`src/rtl/bidir_pkg.sv`:
```
// Shared types for the half-duplex bus controller: direction FSM states and default width.
package bidir_pkg;

  localparam int DATA_W_DEF = 8;

  typedef enum logic [1:0] {
    RX      = 2'd0,
    TURN_TX = 2'd1,
    TX      = 2'd2,
    TURN_RX = 2'd3
  } state_t;

endpackage

```
`src/rtl/bidir_sync_fifo.sv`:
```
// Single-clock FIFO, synchronous active-high reset; an extra pointer bit separates full from empty.
// Combinational read of the head word; a push and a pop may happen in the same cycle.
module bidir_sync_fifo #(
  parameter int W     = 8,
  parameter int DEPTH = 4
) (
  input  logic         clk,
  input  logic         rst,
  input  logic         push,
  input  logic [W-1:0] din,
  input  logic         pop,
  output logic [W-1:0] dout,
  output logic         full,
  output logic         empty
);

  localparam int AW = $clog2(DEPTH);

  logic [W-1:0] mem_q [DEPTH];
  logic [AW:0]  wr_ptr_q, rd_ptr_q;
  logic         do_push, do_pop;

  assign empty   = (wr_ptr_q == rd_ptr_q);
  assign full    = (wr_ptr_q[AW] != rd_ptr_q[AW]) &&
                   (wr_ptr_q[AW-1:0] == rd_ptr_q[AW-1:0]);
  assign do_push = push && !full;
  assign do_pop  = pop && !empty;
  assign dout    = mem_q[rd_ptr_q[AW-1:0]];

  always_ff @(posedge clk) begin
    if (rst) begin
      wr_ptr_q <= '0;
      rd_ptr_q <= '0;
    end else begin
      if (do_push) wr_ptr_q <= wr_ptr_q + 1'b1;
      if (do_pop)  rd_ptr_q <= rd_ptr_q + 1'b1;
    end
  end

  always_ff @(posedge clk) begin
    if (do_push) mem_q[wr_ptr_q[AW-1:0]] <= din;
  end

endmodule

```
`src/rtl/bidir_bus_ctrl.sv`:
```
// Half-duplex controller in front of a tristate buffer: queues outbound words, inserts dead
// turnaround cycles on every direction change, captures inbound words. Optional BIDIR_PARITY_EN.
module bidir_bus_ctrl
  import bidir_pkg::*;
#(
  parameter int DATA_W     = DATA_W_DEF,
  parameter int FIFO_DEPTH = 4,
  parameter int TURN_CYC   = 2,
  parameter int MAX_BURST  = 8
) (
  input  logic              clk,
  input  logic              rst,
  input  logic [DATA_W-1:0] tx_data,
  input  logic              tx_valid,
  output logic              tx_ready,
  output logic [DATA_W-1:0] rx_data,
  output logic              rx_valid,
  input  logic              peer_req,
  output logic              bus_oe,
  output logic [DATA_W-1:0] bus_dout,
  output logic              bus_stb,
  input  logic [DATA_W-1:0] bus_din,
  input  logic              bus_stb_in
`ifdef BIDIR_PARITY_EN
  ,
  output logic              bus_par_out,
  input  logic              bus_par_in,
  output logic              rx_perr
`endif
);

  localparam int TW = $clog2(TURN_CYC + 1);
  localparam int BW = $clog2(MAX_BURST + 1);
  localparam logic [TW-1:0] TURN_LAST = TW'(TURN_CYC - 1);
  localparam logic [BW-1:0] BURST_MAX = BW'(MAX_BURST);

  state_t            state_q, state_d;
  logic [TW-1:0]     turn_cnt_q, turn_cnt_d;
  logic [BW-1:0]     burst_cnt_q, burst_cnt_d;
  logic              bus_oe_q, bus_stb_q;
  logic [DATA_W-1:0] bus_dout_q;
  logic              rx_valid_q;
  logic [DATA_W-1:0] rx_data_q;

  logic              fifo_push, fifo_pop, fifo_full, fifo_empty;
  logic [DATA_W-1:0] fifo_dout;
  logic              capture;

  assign tx_ready  = !rst && !fifo_full;
  assign fifo_push = tx_valid && tx_ready;
  assign capture   = (state_q == RX) && bus_stb_in;

  bidir_sync_fifo #(
    .W     (DATA_W),
    .DEPTH (FIFO_DEPTH)
  ) u_fifo (
    .clk   (clk),
    .rst   (rst),
    .push  (fifo_push),
    .din   (tx_data),
    .pop   (fifo_pop),
    .dout  (fifo_dout),
    .full  (fifo_full),
    .empty (fifo_empty)
  );

  // Words are popped on the edge that enters each TX bus cycle, so the bus registers always
  // show the word belonging to the current state.
  always_comb begin
    state_d     = state_q;
    turn_cnt_d  = turn_cnt_q;
    burst_cnt_d = burst_cnt_q;
    fifo_pop    = 1'b0;
    case (state_q)
      RX: begin
        if (!fifo_empty && !peer_req && !bus_stb_in) begin
          state_d    = TURN_TX;
          turn_cnt_d = '0;
        end
      end
      TURN_TX: begin
        if (turn_cnt_q == TURN_LAST) begin
          state_d     = TX;
          turn_cnt_d  = '0;
          fifo_pop    = 1'b1;
          burst_cnt_d = BW'(1);
        end else begin
          turn_cnt_d = turn_cnt_q + TW'(1);
        end
      end
      TX: begin
        if (fifo_empty || (peer_req && burst_cnt_q == BURST_MAX)) begin
          state_d    = TURN_RX;
          turn_cnt_d = '0;
        end else begin
          fifo_pop = 1'b1;
          if (burst_cnt_q != BURST_MAX) burst_cnt_d = burst_cnt_q + BW'(1);
        end
      end
      TURN_RX: begin
        burst_cnt_d = '0;
        if (turn_cnt_q == TURN_LAST) begin
          state_d    = RX;
          turn_cnt_d = '0;
        end else begin
          turn_cnt_d = turn_cnt_q + TW'(1);
        end
      end
      default: state_d = RX;
    endcase
  end

  always_ff @(posedge clk) begin
    if (rst) begin
      state_q     <= RX;
      turn_cnt_q  <= '0;
      burst_cnt_q <= '0;
      bus_oe_q    <= 1'b0;
      bus_stb_q   <= 1'b0;
      bus_dout_q  <= '0;
      rx_valid_q  <= 1'b0;
      rx_data_q   <= '0;
    end else begin
      state_q     <= state_d;
      turn_cnt_q  <= turn_cnt_d;
      burst_cnt_q <= burst_cnt_d;
      bus_oe_q    <= (state_d == TX);
      bus_stb_q   <= fifo_pop;
      if (fifo_pop) bus_dout_q <= fifo_dout;
      rx_valid_q  <= capture;
      if (capture) rx_data_q <= bus_din;
    end
  end

  assign bus_oe   = bus_oe_q;
  assign bus_stb  = bus_stb_q;
  assign bus_dout = bus_dout_q;
  assign rx_valid = rx_valid_q;
  assign rx_data  = rx_data_q;

`ifdef BIDIR_PARITY_EN
  logic bus_par_q, rx_perr_q;

  always_ff @(posedge clk) begin
    if (rst) begin
      bus_par_q <= 1'b0;
      rx_perr_q <= 1'b0;
    end else begin
      if (fifo_pop) bus_par_q <= ^fifo_dout;
      rx_perr_q <= capture && ((^bus_din) != bus_par_in);
    end
  end

  assign bus_par_out = bus_par_q;
  assign rx_perr     = rx_perr_q;
`endif

endmodule

```
`config.mk`:
```
export PLATFORM = sky130hd
export DESIGN_NAME = bidir_bus_ctrl
export DESIGN_NICKNAME = d
export VERILOG_FILES = /design/src/rtl/bidir_pkg.sv /design/src/rtl/bidir_sync_fifo.sv /design/src/rtl/bidir_bus_ctrl.sv
export SDC_FILE = /design/constraint.sdc
export NUM_CORES = 1
export LEC_CHECK = 0
export BUFFER_PORTS_ARGS = -buffer_cell sky130_fd_sc_hd__buf_2
export CAP_MARGIN = 20
export CORE_ASPECT_RATIO = 1.2
export CORE_MARGIN = 4
export CORE_UTILIZATION = 51
export CTS_CLUSTER_DIAMETER = 60
export DETAILED_ROUTE_END_ITERATION = 7
export MAX_ROUTING_LAYER = met4
export PLACE_DENSITY = 0.76
export SETUP_SLACK_MARGIN = 0.4
export SYNTH_ARGS = -nofsm -noshare
export SYNTH_HDL_FRONTEND = slang
export SYNTH_SLANG_ARGS = --single-unit
```
`constraint.sdc`:
```
create_clock -name clk -period 2 [get_ports clk]
set_input_delay 0.1 -clock clk [delete_from_list [all_inputs] [get_ports clk]]
set_output_delay 0.1 -clock clk [all_outputs]
set_load 0.02 [all_outputs]
```
**Yosys cells after proc, flatten, opt, wreduce, memory -nomap -nowiden**

Memory sizes are Yosys's and may differ from the RTL's. A register that Yosys moved wholly into a read port is not among the register bits.
Cells that the tools add are included.

- Add/subtract/negate cells: 4
- Eq/ne operators: 15
- Multiplexer cells: 18
- Reduce and logical (&&, ||, !) cells: 20

Operator list:

| kind | count |
|---|---|
| $mux W2 | 7 |
| $mux W4 | 3 |
| $pmux W4 S3 | 1 |
| $logic_and A1 B1 Y1 | 9 |
| $ne A2 B2 Y1 const B | 4 |
| $pmux W2 S4 | 1 |
| $add A3 B1 Y3 const B | 2 |
| $eq A2 B2 Y1 const B | 3 |
| $pmux W2 S3 | 1 |
| $logic_not A1 Y1 | 5 |
| $add A4 B1 Y4 const B | 1 |
| $eq A2 B1 Y1 const B | 2 |
| $eq A4 B4 Y1 const B | 1 |
| $mux W1 | 4 |
| $ne A4 B4 Y1 const B | 1 |
| $reduce_and A4 Y1 | 1 |
| $eq A3 B3 Y1 | 1 |
| $reduce_bool A3 Y1 | 1 |
| $add A2 B1 Y2 const B | 1 |
| $eq A2 B2 Y1 | 1 |
| $logic_not A2 Y1 | 1 |
| $ne A2 B1 Y1 const B | 1 |
| $pmux W1 S2 | 1 |
| $reduce_and A2 Y1 | 1 |
| 3 further kinds | 3 |

- Flip-flop bits (word level): 25
- Input port bits: 21
- Logic and storage cells: 67
- RAM bits: 32
- Memories kept: 1
- Output and inout port bits: 20

Memory list:

| name | depth | bits a word | rd ports | clocked after Yosys merged registers in | write ports | RTL line | text |
|---|---|---|---|---|---|---|---|
| u_fifo.mem_q | 4 | 8 | 1 | 1 | 1 | bidir_sync_fifo.sv:19 | `logic [W-1:0] mem_q [DEPTH];` |

**Longest topological paths before layout**

- Word-level depth: 8
- Depth in mapped cells: 7
- Gate-level depth less buffers: 6

**Modules after synthesis**

Synthesis repeated with hierarchy kept, for this count alone.

- Cell total of the unflattened synthesis: 253
- Area total of the unflattened synthesis: 2995.4 sq um

By module, submodules not included:

| module | sequential area each (sq um) | area an instance (sq um) | cells an instance | instances |
|---|---|---|---|---|
| bidir_sync_fifo | 1121.1 | 1731.7 | 110 | 1 |
| bidir_bus_ctrl | 540.5 | 1263.7 | 143 | 1 |

**Least setup slack after synthesis**

OpenSTA, ideal clock, no wires.

- Kind: reg-to-reg
- Start point: reg state_q[0]
- End point: reg burst_cnt_q[2]
- Required time: 1.930 ns
- Path slack: 0.035 ns
- Clock period less this slack: 1.965 ns
- Stages on the path, launching flop included: 8
- Arrival time: 1.895 ns
- Buffers on the path: 1
- Library setup time: 0.070 ns
- Path through: dfxtp_1 -> inv_1 -> ha_1 -> buf_2 -> and4b_1 -> a211o_1 -> or4_1 -> a21oi_1

- Longest elaborated chain between the ends: 3
- Elaborated cells between the ends (all ways): 9
- Those cells by class: eq/ne (6); mux (1); reduce/logical (2)

Ends and longest elaborated chain:

| what | RTL line | text |
|---|---|---|
| start, declared | bidir_bus_ctrl.sv:37 | `state_t state_q, state_d;` |
| start signal, assigned | bidir_bus_ctrl.sv:124 | `state_q <= state_d;` |
| $eq A2 B2 Y1 / $eq A2 B1 Y1 (equally long branches) | bidir_bus_ctrl.sv:74 | `case (state_q)` |
| $ne A2 B2 Y1 (no line) / $reduce_bool A3 Y1 (equally long branches) | n/a |  |
| $reduce_and A4 Y1 (no line) | n/a |  |
| end signal, assigned | bidir_bus_ctrl.sv:126 | `burst_cnt_q <= burst_cnt_d;` |
| end, declared | bidir_bus_ctrl.sv:39 | `logic [BW-1:0] burst_cnt_q, burst_cnt_d;` |

Parallel ways exist; a longest one is shown, timed or not.
A chain may end at the register's enable or synchronous reset.

**Final worst setup path**

- Start point: reg state_q[0]
- End point: reg u_fifo.rd_ptr_q[0]

- Longest elaborated chain between the ends: 3
- Elaborated cells between the ends (all ways): 4
- Those cells by class: eq/ne (2); mux (1); reduce/logical (1)

Ends and longest elaborated chain:

| what | RTL line | text |
|---|---|---|
| $eq A2 B2 Y1 / $eq A2 B1 Y1 (equally long branches) | bidir_bus_ctrl.sv:74 |  |
| $pmux W1 S2 * | bidir_bus_ctrl.sv:74 |  |
| $logic_and A1 B1 Y1 * | bidir_sync_fifo.sv:27 | `assign do_pop = pop && !empty;` |
| end signal, assigned | bidir_sync_fifo.sv:36 | `if (do_pop) rd_ptr_q <= rd_ptr_q + 1'b1;` |
| end, declared | bidir_sync_fifo.sv:20 | `logic [AW:0] wr_ptr_q, rd_ptr_q;` |

Mark *: on every way between the ends. The rest lies on a longest branch, timed or not.

==> flow_summary_export.csv <==
group,metric,value,unit
status,status,"completed",
final_layout,most-common-layout-cells,"39 x buf_2, 32 x edfxtp_1, 30 x buf_4",
logic_synthesis,synth_edf_count,32,
logic_synthesis,yosys_warnings,0,
logic_synthesis,synth_cell_types,45,
timing,worstMarginPinSlew,369,ps
final_layout,multi_input_area,0.00147,mm²
power_and_ir_drop,p_leak,1.56,nW
placed_design,gp_congestion,0.900,
timing,report.final.slew_viol_count,0,
setup_path,reg2reg_depth,6,
cts,cts_made_buffers,9,
global_routing,antenna_found_initial,0,
final_layout,drive_above_1_share,0.464,
worst_hold_path,min_to,"rx_data[3]",
worst_hold_path,worstHoldPathCells,3,
global_routing,grt_pass1_vias,2247,
power_and_ir_drop,fin_total_pwr,2.98,mW
placed_design,port_buffers,40,
routing,viasPerCell,6.03,
global_routing,grt_max_degree,26,
final_layout,area_delta_synth_final,43.0,%
final_layout,fillers,335,
setup_path,worstPathMaxFanout,5,
setup_path,critPathRequiredTime,2240,ps
worst_hold_path,hold_class,"primary input to flop",
die,coreArea,0.00537,mm²
logic_synthesis,synthesis.nets,275,
setup_path,r2r_start,"state_q[0]",
routing,num_vias,2410,
timing,tns,0,ps
die,die_area,0.00692,mm²
setup_path,path_class,"flop to flop",
logic_synthesis,yosys-top-cells-area,"edfxtp_1 33%, dfxtp_1 23%, mux4_2 6.3%, ha_1 5.2%, nand2_1 3.3%",
setup_path,crit-reg2reg-capture,"u_fifo.rd_ptr_q[0]",
global_routing,grt.total_usage,0.209,
routing,routedWlPerCell,19.7,µm
logic_synthesis,ys_async_sr_fraction,0,
placed_design,placed_area,0.00324,mm²
placed_design,post-place-ws,127,ps
logic_synthesis,synth.cell_area,0.00288,mm²
final_layout,instances_no_fill,400,
die,start_util,0.537,
routing,first_iter_violations,162,
logic_synthesis,ys_ff_latch,65,
power_and_ir_drop,ir_drop,837,µV
cts,cts_max_path_buffers,2,
setup_path,rrSetupSlack,240,ps
worst_hold_path,hp-start,"bus_din[3]",
cts,clkTransAtPathRegs,80,ps
cts,cts_sinks,65,
logic_synthesis,yosysTopAreaCell,"edfxtp_1",
timing,setup_viol,0,
timing,rsz0062_at_grt,"yes",
die,die_x,76.6,µm
final_layout,n_antenna_cell,0,
setup_path,crit_arrival,2000,ps
logic_synthesis,yosysSeqAreaShare,0.563,
power_and_ir_drop,p_per_area,722,mW/mm²
timing,fin_crit_sh,0.880,
cts,clkLatencyLatePin,350,ps
global_routing,grt_pass1_wl,11000,µm
timing,layout_min_cycle_time,1760,ps
routing,drc,0,
global_routing,grt-ovfl-total,0,
run,maxCapViolCount,0,
die,ioPinCount,41,
final_layout,regArea,0.00165,mm²
cts,clock-root-buffer,"clkbuf_8",
timing,layout_setup_ws,240,ps
timing,slew_headroom,0.753,
die,rows,29,
logic_synthesis,syn_area_per_cell,11.9,µm²
cts,cts_tree,"built",
logic_synthesis,synth_cells,242,
routing,drt_wl_total,7860,µm
die,die_h,90.3,µm
routing,dr.pass1.iters,4,
timing,timing.fmax,568,MHz
logic_synthesis,yosys_most_used_dff,"dfxtp_1",
timing,finalHoldViolCount,0,
logic_synthesis,synth_top_area_share,0.333,
cts,htree_levels,3,
final_layout,fin_area,0.00412,mm²
routing,ant_nets,0,
setup_path,worst_setup_path_start_kind,"flop",
final_layout,fin_nets,366,
final_layout,layout_commonest_cell,"buf_2",
placed_design,dpl.hpwl,4160,µm
timing,skew,9.36,ps
setup_path,end_kind,"flop",
placed_design,dp_cells,343,
-- layer usage --
layer,vias to the layer above,share of wire,global-route usage
li1,1114,-,-
met1,1158,0.38,0.238
met2,107,0.51,0.336
met3,31,0.064,0.0679
met4,0,0.037,0.0937
met5,-,0,-
-- synthesized netlist by cell type, types with 2 or more instances --
| library cell | count |
|---|---|
| o21ai_0 | 11 |
| nand3_1 | 11 |
| buf_2 | 3 |
| nor2_1 | 6 |
| xnor2_1 | 4 |
| nor2b_1 | 2 |
| dfxtp_1 | 33 |
| nor3b_1 | 3 |
| nor4_1 | 2 |
| a211o_1 | 5 |
| a31oi_1 | 2 |
| ha_1 | 12 |
| o31ai_1 | 5 |
| xor2_1 | 3 |
| a211oi_1 | 4 |
| mux2i_1 | 2 |
| inv_1 | 11 |
| clkbuf_1 | 6 |
| or4_1 | 2 |
| and2_1 | 4 |
| edfxtp_1 | 32 |
| a21oi_1 | 13 |
| nand2_1 | 25 |
| nor3_1 | 4 |
| o311a_1 | 2 |
| o2111ai_1 | 8 |
| mux4_2 | 8 |
| o21a_1 | 2 |
-- power breakdown --
part / switching (mW) / internal [mW]
logic: 0.225 / 0.192
registers: 0.0248 / 1.43
clock network: 0.529 / 0.572
total: 0.779 / 2.20
-- critical path: stages, from the launching register on --
cell and delay, ps:
dfxtp_4 390, buf_4 130, ha_4 160, and3b_2 280, a21oi_2 80, nor3b_2 250
mux2_2 360
-- worst max-delay path by stage --
stage	slack [ps]	cells after the start	end	start
CTS	290	6	burst_cnt_q[2]	state_q[0]
global placement	150	5	burst_cnt_q[2]	state_q[1]
global route	170	6	u_fifo.rd_ptr_q[0]	state_q[0]
floorplan	190	7	burst_cnt_q[2]	state_q[0]
detailed placement	130	5	burst_cnt_q[2]	state_q[1]
finish	240	6	u_fifo.rd_ptr_q[0]	state_q[0]
-- timing repair --
action / in CTS / in global routing
cloned: 0 / 1
gates resized for setup: 27 / 57
pin swaps: 15 / 20
buffers inserted: 16 / 13
hold endpoints to repair: 35 / 0
hold buffers: 11 / 0
setup endpoints to repair: 52 / 49
-- cells by family (layout without fill, tap and decap cells) --
family | count (synthesis) | after routing | synth area share
AO/OA/AOI/OAI | 58 | 58 | 0.139
XOR/XNOR | 7 | 7 | 0.0213
adder cells (fa/ha/maj) | 12 | 12 | 0.0521
buffers and inverters | 22 | 118 | 0.0313
flip-flops | 65 | 65 | 0.563
multiplexers | 11 | 11 | 0.0734
AND/OR/NAND/NOR | 67 | 67 | 0.121
-- layout make-up --
type	instances	area share
inverter	11	0.0112
clock buffer	9	0.0301
tap	62	0.0188
clock inverter	7	0.0173
multi-input combinational	155	0.357
timing repair buffer	91	0.165
sequential	65	0.401
-- registers in the layout (all words and copies together), names as in the netlist --
signal / cells
rx_data: 8
bus_stb: 1
rx_valid: 1
burst_cnt_q: 4
turn_cnt_q: 2
state_q: 2
bus_dout: 8
u_fifo.rd_ptr_q: 3
u_fifo.wr_ptr_q: 3
bus_oe: 1
u_fifo.mem_q: 32
-- through the flow --
stage,hold slack [ps],utilization
CTS,2.47,0.702
global placement,314,0.604
finish,4.09,0.767
floorplan,199,-
global route,6.55,0.767
detailed placement,324,0.604
Power figures use the tool's default switching activity.
